<file path="src/rtl/fpga_rst_seq.sv">
// Power-on reset sequencer: waits for a stable PLL lock, then releases N_RST
// reset outputs one at a time, HOLD_CYC cycles apart, and drops back on lock loss.
module fpga_rst_seq #(
    parameter int SYNC_STAGES     = 2,
    parameter int LOCK_STABLE_CYC = 1024,
    parameter int HOLD_CYC        = 16,
    parameter int N_RST           = 3
) (
    input  logic             clk,
    input  logic             rst,
    input  logic             pll_locked,
    output logic [N_RST-1:0] rst_out,
    output logic             sys_ready,
    output logic [7:0]       lock_loss_cnt,
    output logic [2:0]       state_o
);

    typedef enum logic [2:0] {
        S_RESET     = 3'd0,
        S_WAIT_LOCK = 3'd1,
        S_STABLE    = 3'd2,
        S_RELEASE   = 3'd3,
        S_RUN       = 3'd4
    } state_t;

    localparam logic [N_RST-1:0] ALL_ON     = '1;
    localparam logic [15:0]      STABLE_END = 16'(LOCK_STABLE_CYC - 1);
    localparam logic [7:0]       HOLD_END   = 8'(HOLD_CYC - 1);
    localparam logic [2:0]       LAST_STAGE = 3'(N_RST - 1);

    logic [SYNC_STAGES-1:0] sync_reg;
    logic                   lock_s;

    state_t           state_reg, state_next;
    logic [15:0]      stab_cnt_reg, stab_cnt_next;
    logic [7:0]       hold_cnt_reg, hold_cnt_next;
    logic [2:0]       stage_reg, stage_next;
    logic [N_RST-1:0] rst_out_reg, rst_out_next;
    logic             ready_reg, ready_next;
    logic [7:0]       loss_cnt_reg, loss_cnt_next;

    // pll_locked is asynchronous; nothing but this chain may look at it.
    always_ff @(posedge clk) begin
        if (rst) begin
            sync_reg <= '0;
        end else begin
            sync_reg <= {sync_reg[SYNC_STAGES-2:0], pll_locked};
        end
    end

    assign lock_s = sync_reg[SYNC_STAGES-1];

    always_comb begin
        state_next    = state_reg;
        stab_cnt_next = stab_cnt_reg;
        hold_cnt_next = hold_cnt_reg;
        stage_next    = stage_reg;
        rst_out_next  = rst_out_reg;
        ready_next    = ready_reg;
        loss_cnt_next = loss_cnt_reg;

        case (state_reg)
            S_RESET: begin
                state_next   = S_WAIT_LOCK;
                rst_out_next = ALL_ON;
                ready_next   = 1'b0;
            end
            S_WAIT_LOCK: begin
                rst_out_next = ALL_ON;
                ready_next   = 1'b0;
                if (lock_s) begin
                    state_next    = S_STABLE;
                    stab_cnt_next = '0;
                end
            end
            S_STABLE: begin
                if (lock_s) begin
                    if (stab_cnt_reg == STABLE_END) begin
                        state_next    = S_RELEASE;
                        rst_out_next  = ALL_ON << 1;
                        hold_cnt_next = '0;
                        stage_next    = '0;
                    end else begin
                        stab_cnt_next = stab_cnt_reg + 16'd1;
                    end
                end
            end
            S_RELEASE: begin
                if (lock_s) begin
                    if (hold_cnt_reg == HOLD_END) begin
                        hold_cnt_next = '0;
                        if (stage_reg == LAST_STAGE) begin
                            state_next = S_RUN;
                            ready_next = 1'b1;
                        end else begin
                            // Shifting a zero in from the bottom keeps release strictly in order.
                            stage_next   = stage_reg + 3'd1;
                            rst_out_next = rst_out_reg << 1;
                        end
                    end else begin
                        hold_cnt_next = hold_cnt_reg + 8'd1;
                    end
                end
            end
            S_RUN: begin
                rst_out_next = '0;
                ready_next   = 1'b1;
            end
            default: begin
                state_next = S_RESET;
            end
        endcase

        // Lock loss overrides whatever the active states decided above.
        if (!lock_s && (state_reg == S_STABLE || state_reg == S_RELEASE || state_reg == S_RUN)) begin
            state_next    = S_WAIT_LOCK;
            rst_out_next  = ALL_ON;
            ready_next    = 1'b0;
            stab_cnt_next = '0;
            hold_cnt_next = '0;
            stage_next    = '0;
            if (loss_cnt_reg != 8'hFF) begin
                loss_cnt_next = loss_cnt_reg + 8'd1;
            end
        end
    end

    always_ff @(posedge clk) begin
        if (rst) begin
            state_reg    <= S_RESET;
            stab_cnt_reg <= '0;
            hold_cnt_reg <= '0;
            stage_reg    <= '0;
            rst_out_reg  <= ALL_ON;
            ready_reg    <= 1'b0;
            loss_cnt_reg <= '0;
        end else begin
            state_reg    <= state_next;
            stab_cnt_reg <= stab_cnt_next;
            hold_cnt_reg <= hold_cnt_next;
            stage_reg    <= stage_next;
            rst_out_reg  <= rst_out_next;
            ready_reg    <= ready_next;
            loss_cnt_reg <= loss_cnt_next;
        end
    end

    assign rst_out       = rst_out_reg;
    assign sys_ready     = ready_reg;
    assign lock_loss_cnt = loss_cnt_reg;
    assign state_o       = state_reg;

endmodule
</file>
<file path="config.mk">
export PLATFORM = sky130hd
export DESIGN_NAME = fpga_rst_seq
export DESIGN_NICKNAME = d
export VERILOG_FILES = /design/src/rtl/fpga_rst_seq.sv
export SDC_FILE = /design/constraint.sdc
export NUM_CORES = 1
export LEC_CHECK = 0
export BUFFER_PORTS_ARGS = -buffer_cell sky130_fd_sc_hd__buf_2
export CORE_ASPECT_RATIO = 0.7
export CORE_MARGIN = 5
export CORE_UTILIZATION = 50
export CTS_CLUSTER_SIZE = 16
export DETAILED_ROUTE_END_ITERATION = 10
export GPL_TIMING_DRIVEN = 0
export PLACE_DENSITY = 0.68
export SKIP_CTS_REPAIR_TIMING = 1
export SLEW_MARGIN = 20
export SYNTH_ARGS = -nofsm -noshare
export SYNTH_HDL_FRONTEND = slang
export SYNTH_SLANG_ARGS = --single-unit
</file>
<file path="constraint.sdc">
create_clock -name clk -period 2.3 [get_ports clk]
set_input_delay 0.575 -clock clk [delete_from_list [all_inputs] [get_ports clk]]
set_output_delay 0.575 -clock clk [all_outputs]
set_load 0.005 [all_outputs]
</file>
; ---- Yosys cells after proc, flatten, opt, wreduce, memory -nomap -nowiden
; Index checks and enable logic that the tools add are counted.
[word_totals]
output_inout_bits = 15
ff_bits = 44
[classes]
n_addsub = 4
n_eq_ne = 23
bitwise = 1
mux = 33
reduce_logical = 19
[op_table]
columns = operator, count
row1 = 2-to-1 mux 16 bit, 3
row2 = 2-to-1 mux 3 bit, 16
row3 = 2-to-1 mux 8 bit, 4
row4 = case mux 16 bit (2 select lines), 1
row5 = adder 16 x 1 -> 16 bit (second input constant), 1
row6 = adder 8 x 1 -> 8 bit (second input constant), 2
row7 = == test 16 x 10 -> 1 bit (second input constant), 1
row8 = != test 2 bit (second input constant), 8
row9 = case mux 8 bit (2 select lines), 1
row10 = != test 3 x 2 -> 1 bit (second input constant), 5
row11 = case mux 3 bit (5 select lines), 1
row12 = AND reduction 7 bit, 2
row13 = case mux 3 bit (4 select lines), 1
row14 = AND reduction 4 bit, 3
row15 = AND reduction 6 bit, 2
row16 = == test 3 x 2 -> 1 bit (second input constant), 3
row17 = == test 8 x 4 -> 1 bit (second input constant), 1
row18 = != test 8 bit (second input constant), 1
row19 = case mux 3 bit (2 select lines), 1
row20 = 2-to-1 mux 1 bit, 4
row21 = nonzero test 2 bit, 2
row22 = nonzero test 4 bit, 1
row23 = OR reduction 2 bit, 2
row24 = adder 3 x 1 -> 3 bit (second input constant), 1
row25 = other kinds (12), 13

; ---- Depth between registers and ports, before layout
; Gate-level depths: netlist (run 1).
[depth]
word_depth = 6
mapped_depth = 8
ltp_nobuf = 7

; ---- Worst setup path after synthesis (run 1)
; No wires, ideal clock.
[synth_timing]
path_type = register to register
startpoint = reg hold_cnt_reg[0]
endpoint = reg stage_reg[2]
required_ns = 2.230
arrival_ns = 1.782
slack_ns = 0.448
path_stages_with_launch = 8
period_less_slack_ns = 1.852
path_cell_list = dfxtp_1 -> ha_1 -> and3_1 -> buf_2 -> nand2_1 -> or3_4 -> or4_1 -> a21oi_1
[synth_via]
elab_chain_len = 3
[synth_rtl]
columns = item, line
row1 = start: declaration, 36  ; logic [7:0] hold_cnt_reg, hold_cnt_next;
row2 = start signal: assignment, 140  ; hold_cnt_reg <= hold_cnt_next;
row3 = == test 8 x 4 -> 1 bit, 90  ; if (hold_cnt_reg == HOLD_END) begin
row4 = != test 2 bit (no line), -
row5 = AND reduction 6 bit (no line), -
row6 = end signal: assignment, 141  ; stage_reg <= stage_next;
row7 = end: declaration, 37  ; logic [2:0] stage_reg, stage_next;
; No other way between the ends.
; A chain may end at the register's enable or synchronous reset.

; ---- Worst setup path after layout (run 1)
[layout_timing]
startpoint = reg stab_cnt_reg[10]
endpoint = reg rst_out_reg[0], in the netlist rst_out[0]
[layout_via]
elab_chain_len = 3
[layout_rtl]
columns = item, line
row1 = start: declaration, 35  ; logic [15:0] stab_cnt_reg, stab_cnt_next;
row2 = start signal: assignment, 139  ; stab_cnt_reg <= stab_cnt_next;
row3 = == test 16 x 10 -> 1 bit, 78  ; if (stab_cnt_reg == STABLE_END) begin
row4 = != test 2 bit (no line), -
row5 = AND reduction 6 bit (no line), -
row6 = end signal: assignment, 142  ; rst_out_reg <= rst_out_next;
row7 = end: declaration, 38  ; logic [N_RST-1:0] rst_out_reg, rst_out_next;
; No other way between the ends.

==> results of run 1 <==
-- synthesized netlist by cell type (all sizes together) (3+ instances only) --
library cell / number / share of area [%]
a211oi: 5 / 1.6
a21oi: 21 / 4.5
a221oi: 4 / 2.3
a311oi: 5 / 1.9
a31oi: 4 / 1.1
and3: 8 / 2.2
and4: 3 / 1.1
buf: 7 / 1.5
clkbuf: 5 / 0.81
dfxtp: 44 / 38
ha: 5 / 2.7
inv: 6 / 0.97
mux2i: 4 / 1.7
nand2: 15 / 2.4
nand2b: 8 / 2.2
nand3: 12 / 2.6
nand4: 6 / 1.6
nor2: 32 / 5.2
nor2b: 4 / 1.1
nor3: 4 / 0.86
nor3b: 3 / 1.2
o2111ai: 3 / 1.1
o211ai: 3 / 0.97
o21ai: 11 / 2.4
o31ai: 3 / 0.97
or3: 3 / 1.0
or4: 4 / 1.3
xnor2: 7 / 2.6
xor2: 12 / 4.5
-- routing by layer --
metal | share of wire (%) | global-route usage [%] | up-vias
li1 | - | - | 1047
met1 | 52 | 24.86 | 932
met2 | 41 | 25.54 | 54
met3 | 6.6 | 4.176 | 5
met4 | 0.54 | 5.128 | 0
met5 | 0 | 0 | -
-- through the flow --
stage	total power, mW	instances
after detailed placement	1.020	342
after CTS	1.611	350
after global placement	1.018	342
after floorplan	0.9577	270
final	1.587	350
after global routing	1.665	350
-- where the power goes --
group	switching, mW	internal [mW]
Combinational	0.140	0.0724
Clock	0.262	0.321
Sequential	0.0156	0.776
-- cell families (layout without fill, tap and decap cells) --
group	Yosys count	in the layout	share of synthesized area, %
adder cells (fa/ha/maj)	5	5	2.697
XOR/XNOR	19	19	7.174
flip-flops	44	44	37.97
buffers and inverters	18	43	3.290
AO/OA/AOI/OAI	66	66	19.36
AND/OR/NAND/NOR	114	114	27.78
multiplexers	4	4	1.726
-- worst max-delay path: cells and delay by family (launching register included) --
kind	cells	cell delay [ps]
flip-flops	1	360
AO/OA/AOI/OAI	2	790
AND/OR/NAND/NOR	3	870
-- worst max-delay path by stage --
stage / end / slack (ps)
global route: stab_cnt_reg[12]$_SDFFE_PP0P_ / 70
CTS: rst_out[0]$_SDFFE_PP1P_ / 190
floorplan: stage_reg[2]$_SDFFE_PP0P_ / 450
finish: rst_out[0]$_SDFFE_PP1P_ / 180
detailed placement: rst_out[0]$_SDFFE_PP1P_ / 200
global placement: rst_out[0]$_SDFFE_PP1P_ / 270
-- layout make-up --
class                      count  area share (%)
clock inverter                 3           1.643
buffer                        12           2.078
multi-input combinational    208           52.78
inverter                       6          0.8700
timing repair buffer          17           3.287
sequential                    44           34.03
tap                           55           2.658
clock buffer                   5           2.658
==> impl_metrics.ini, run 1 <==
[die]
die_h_um = 66.99
placeableCoreArea_mm2 = 0.004404
io_pins = 18
die_w_um = 91.41
die-area_mm2 = 0.006124
rows = 20
initial_utilization_pct = 52.67

[synth]
synth_cell_types = 45
avgSynthCellArea_um2 = 8.592
syn_area_mm2 = 0.002320
syn-num-nets = 278
ys_seq_elements = 44
yosysSeqAreaShare_pct = 37.97
yosysWarningCount = 0
syn_inst = 270
synthFlopType = dfxtp_1
async_reset_ff_share_pct = 0
synth_edf_count = 0

[clocking]
clk_latency_ps = 300
clkTransAtPathRegs_ps = 80
numCtsBuffers = 5
cts-htree-levels = 2
clockRootBuffer = clkbuf_8
cts.sinks = 44
clk_path_buf_depth = 2
cts_tree = built

[min_path]
hold_depth = 1
worst_hold_path.endpoint = sync_reg[1]$_SDFF_PP0_
hp-start = sync_reg[0]$_SDFF_PP0_
hold_class = reg2reg

[routing]
drt_first_pass_iters = 4
drc = 0
wl_per_cell_um = 14.19
viasPerCell = 5.823
num_vias = 2038
drt.antenna.violating_nets = 0
wl_um = 4966
drt-initial-drc-count = 167

[cells_and_area]
final_common_cell = dfxtp_1
final_cell_mix = 44 x dfxtp_1, 32 x nor2_1, 24 x buf_2
finalInstanceArea_mm2 = 0.002589
post-route-util_pct = 58.78
regArea_um2 = 880.8
layout.nets = 302
n_fill_cell = 407
drive_above_1_share_pct = 13.22
largest_register_ffs = 16
syn2layout_area_growth_pct = 11.60
n_antenna_cell = 0
multi_input_area_mm2 = 0.001366

[sta]
timing.hold.ws_ps = 442.1
min_period_ps = 2120
slew_headroom_pct = 57.21
worst_slack_ps = 179.8
min_period_over_period_pct = 92.18
maxSlewViolCount = 0
worst_pin_slew_ps = 632.9
rsz0062_at_grt = false
setup_viol = 0
finClkSkew_ps = 3.541
tns_ps = 0
fmax_mhz = 471.6
hold_viol = 0

[outcome]
outcome = complete, no violations

[place]
dp_slack_ps = 198.3
place_congestion = 0.8621
port_buffers = 17
place_area_mm2 = 0.002474
dp_hpwl_um = 3600

[global_route]
grt_pass1_vias = 1809
grt_start_max_net_pins = 15
grt_overflow = 0
grt_use_total_pct = 17.34
grt_pass1_wl_um = 8604
antenna_found_initial = 0

[setup_path]
cp.arrival_ps = 2310
crit_chain = nor4_2, nand4_1, o21ai_0, nand2_1, a211o_1
slowest_stage = o21ai_0
r2r_start = stab_cnt_reg[10]$_SDFFE_PP0P_
timing.rr.end = rst_out[0]$_SDFFE_PP1P_
rr_worst_depth = 5
crit_type = reg2reg
cp_max_fo = 5
critPathMaxStageDelay_ps = 470
cp-start-kind = flip-flop
reg2reg_slack_ps = 180
crit_path_start = stab_cnt_reg[10]$_SDFFE_PP0P_
worstPathRequired_ps = 2490
critPathCaptureType = flip-flop

[power]
irDropWorstVdd_mv = 0.4313
cellPowerDensity_mw_per_mm2 = 613.2
p_leak_nw = 0.9415

[job]
maxCapViolCount = 0
No activity file was read; power rests on OpenSTA's default activity.
==> run 2: changes to the inputs <==
CELL_PAD_IN_SITES_DETAIL_PLACEMENT = 1   (was default)
CELL_PAD_IN_SITES_GLOBAL_PLACEMENT = 1   (was default)
CORE_UTILIZATION = 45   (was 50)
GPL_TIMING_DRIVEN = default   (was 0)
PLACE_DENSITY = default   (was 0.68)
PLACE_DENSITY_LB_ADDON = 0.1   (was default)
SKIP_LAST_GASP = 1   (was default)
==> run 2 against run 1 <==
Utilization fell by 4.7 points. Worst setup slack got worse by 8.3 ps. Critical path type unchanged. Wire length is 22% higher. Critical path depth unchanged. Largest cell class unchanged. Sequential power is 2% higher.
==> impl_metrics.ini, run 2 (synthesis gave the netlist of run 1 again) <==
[outcome]
outcome = complete, no violations

[clocking]
clkTransAtPathRegs_ps = 90
clk_latency_ps = 300
cts.sinks = 44
clk_path_buf_depth = 2
clockRootBuffer = clkbuf_8
cts_tree = built
numCtsBuffers = 5
cts-htree-levels = 2

[sta]
hold_viol = 0
min_period_ps = 2128
fmax_mhz = 469.8
worst_pin_slew_ps = 527.0
min_period_over_period_pct = 92.54
slew_headroom_pct = 64.79
finClkSkew_ps = 7.819
tns_ps = 0
rsz0062_at_grt = false
maxSlewViolCount = 0
setup_viol = 0

[die]
die_h_um = 70.07
die-area_mm2 = 0.006714
io_pins = 18
placeableCoreArea_mm2 = 0.004887
initial_utilization_pct = 47.47
rows = 21
die_w_um = 95.82

[min_path]
hold_class = reg2reg

[setup_path]
path_buf_inv = 0
critPathCaptureType = flip-flop
cp.arrival_ps = 2330
crit_type = reg2reg
critPathMaxStageDelay_ps = 620
worstPathRequired_ps = 2500
slowest_stage = dfxtp_1
crit_chain = nor3b_1, o21ai_0, a21oi_1, mux2i_1, nor2_1
cpLargestDelayFamily = flip-flops
cp_max_fo = 12
cp-start-kind = flip-flop

[routing]
drt.antenna.violating_nets = 0
drc = 0
wl_um = 6078
viasPerCell = 5.838
drt_first_pass_iters = 4
num_vias = 2125
wl_per_cell_um = 16.70
drt-initial-drc-count = 101

[power]
cellPowerDensity_mw_per_mm2 = 617.1
p_leak_nw = 0.9674
irDropWorstVdd_mv = 0.3447
power.total_mw = 1.632

[job]
maxCapViolCount = 0

[cells_and_area]
n_antenna_cell = 0
final_common_cell = dfxtp_1
drive_above_1_share_pct = 14.92
syn2layout_area_growth_pct = 14.02
layout.nets = 302
final_cell_mix = 44 x dfxtp_1, 32 x nor2_1, 21 x a21oi_1
largest_register_ffs = 16

[place]
dp_hpwl_um = 4369
port_buffers = 17
place_congestion = 0.7900

[global_route]
grt_start_max_net_pins = 17
grt_pass1_wl_um = 10290
grt_pass1_vias = 1992
grt_overflow = 0
grt_use_total_pct = 19.33
antenna_found_initial = 0
-- run 2: cell count changes in the layout (fill, tap and decap cells not counted) --
cell and change:
a21oi_1 +1, a21oi_2 -1, a221oi_1 -1, a221oi_2 +1, buf_2 -7, buf_4 +12, clkbuf_1 -5
-- run 2: final cells by class --
class / count / area (um2)
inverters: 6 / 22.52
clock inverters: 3 / 42.54
multi-input cells: 208 / 1369
fillers: 598 / 2242
well taps: 69 / 86.33
flip-flops and latches: 44 / 880.8
repair buffers: 29 / 175.2
clock buffers: 5 / 68.82
-- run 2: per-layer routing --
metal	up-vias	GRT usage (%)	wire, um
met5	-	0	0
met4	0	5.521	72
met3	8	4.614	248
met2	40	26.81	2596
met1	1037	29.21	3160
li1	1040	-	-
-- run 2: worst reg2reg max path: cells and delay by family, from the launching register on --
family	cells	cell delay, ps
AO/OA/AOI/OAI	2	580
multiplexers	1	260
AND/OR/NAND/NOR	2	580
flip-flops	1	620
-- run 2: worst paths after layout --
kind | start | endpoint | slack [ps] | cells after the start
hold reg to reg | sync_reg[0]$_SDFF_PP0_ | sync_reg[1]$_SDFF_PP0_ | 440 | 1
setup / recovery | state_o[1]$_SDFFE_PP0P_ | stab_cnt_reg[1]$_SDFFE_PP0P_ | 170 | 5
setup reg to reg | state_o[1]$_SDFFE_PP0P_ | stab_cnt_reg[1]$_SDFFE_PP0P_ | 170 | 5
hold / removal | sync_reg[0]$_SDFF_PP0_ | sync_reg[1]$_SDFF_PP0_ | 440 | 1
-- run 2: where the power goes --
part / switching (mW) / internal, mW / leakage [nW]
Combinational: 0.137 / 0.0860 / 0.558
Clock: 0.282 / 0.322 / 0.0541
Sequential: 0.0295 / 0.776 / 0.356
Total: 0.448 / 1.18 / 0.967
-- run 2: stage by stage --
| stage | cells | area, um2 | utilization (%) | hold slack [ps] | setup slack [ps] |
|---|---|---|---|---|---|
| after floorplan | 270 | 2320 | - | 413.8 | 448.4 |
| after global placement | 356 | 2527 | 51.72 | 416.9 | 327.9 |
| after detailed placement | 356 | 2527 | 51.72 | 430.0 | 214.3 |
| after CTS | 364 | 2639 | 53.99 | 452.4 | 201.1 |
| after global routing | 364 | 2645 | 54.12 | 466.6 | 18.69 |
| final | 364 | 2645 | 54.12 | 444.3 | 171.5 |
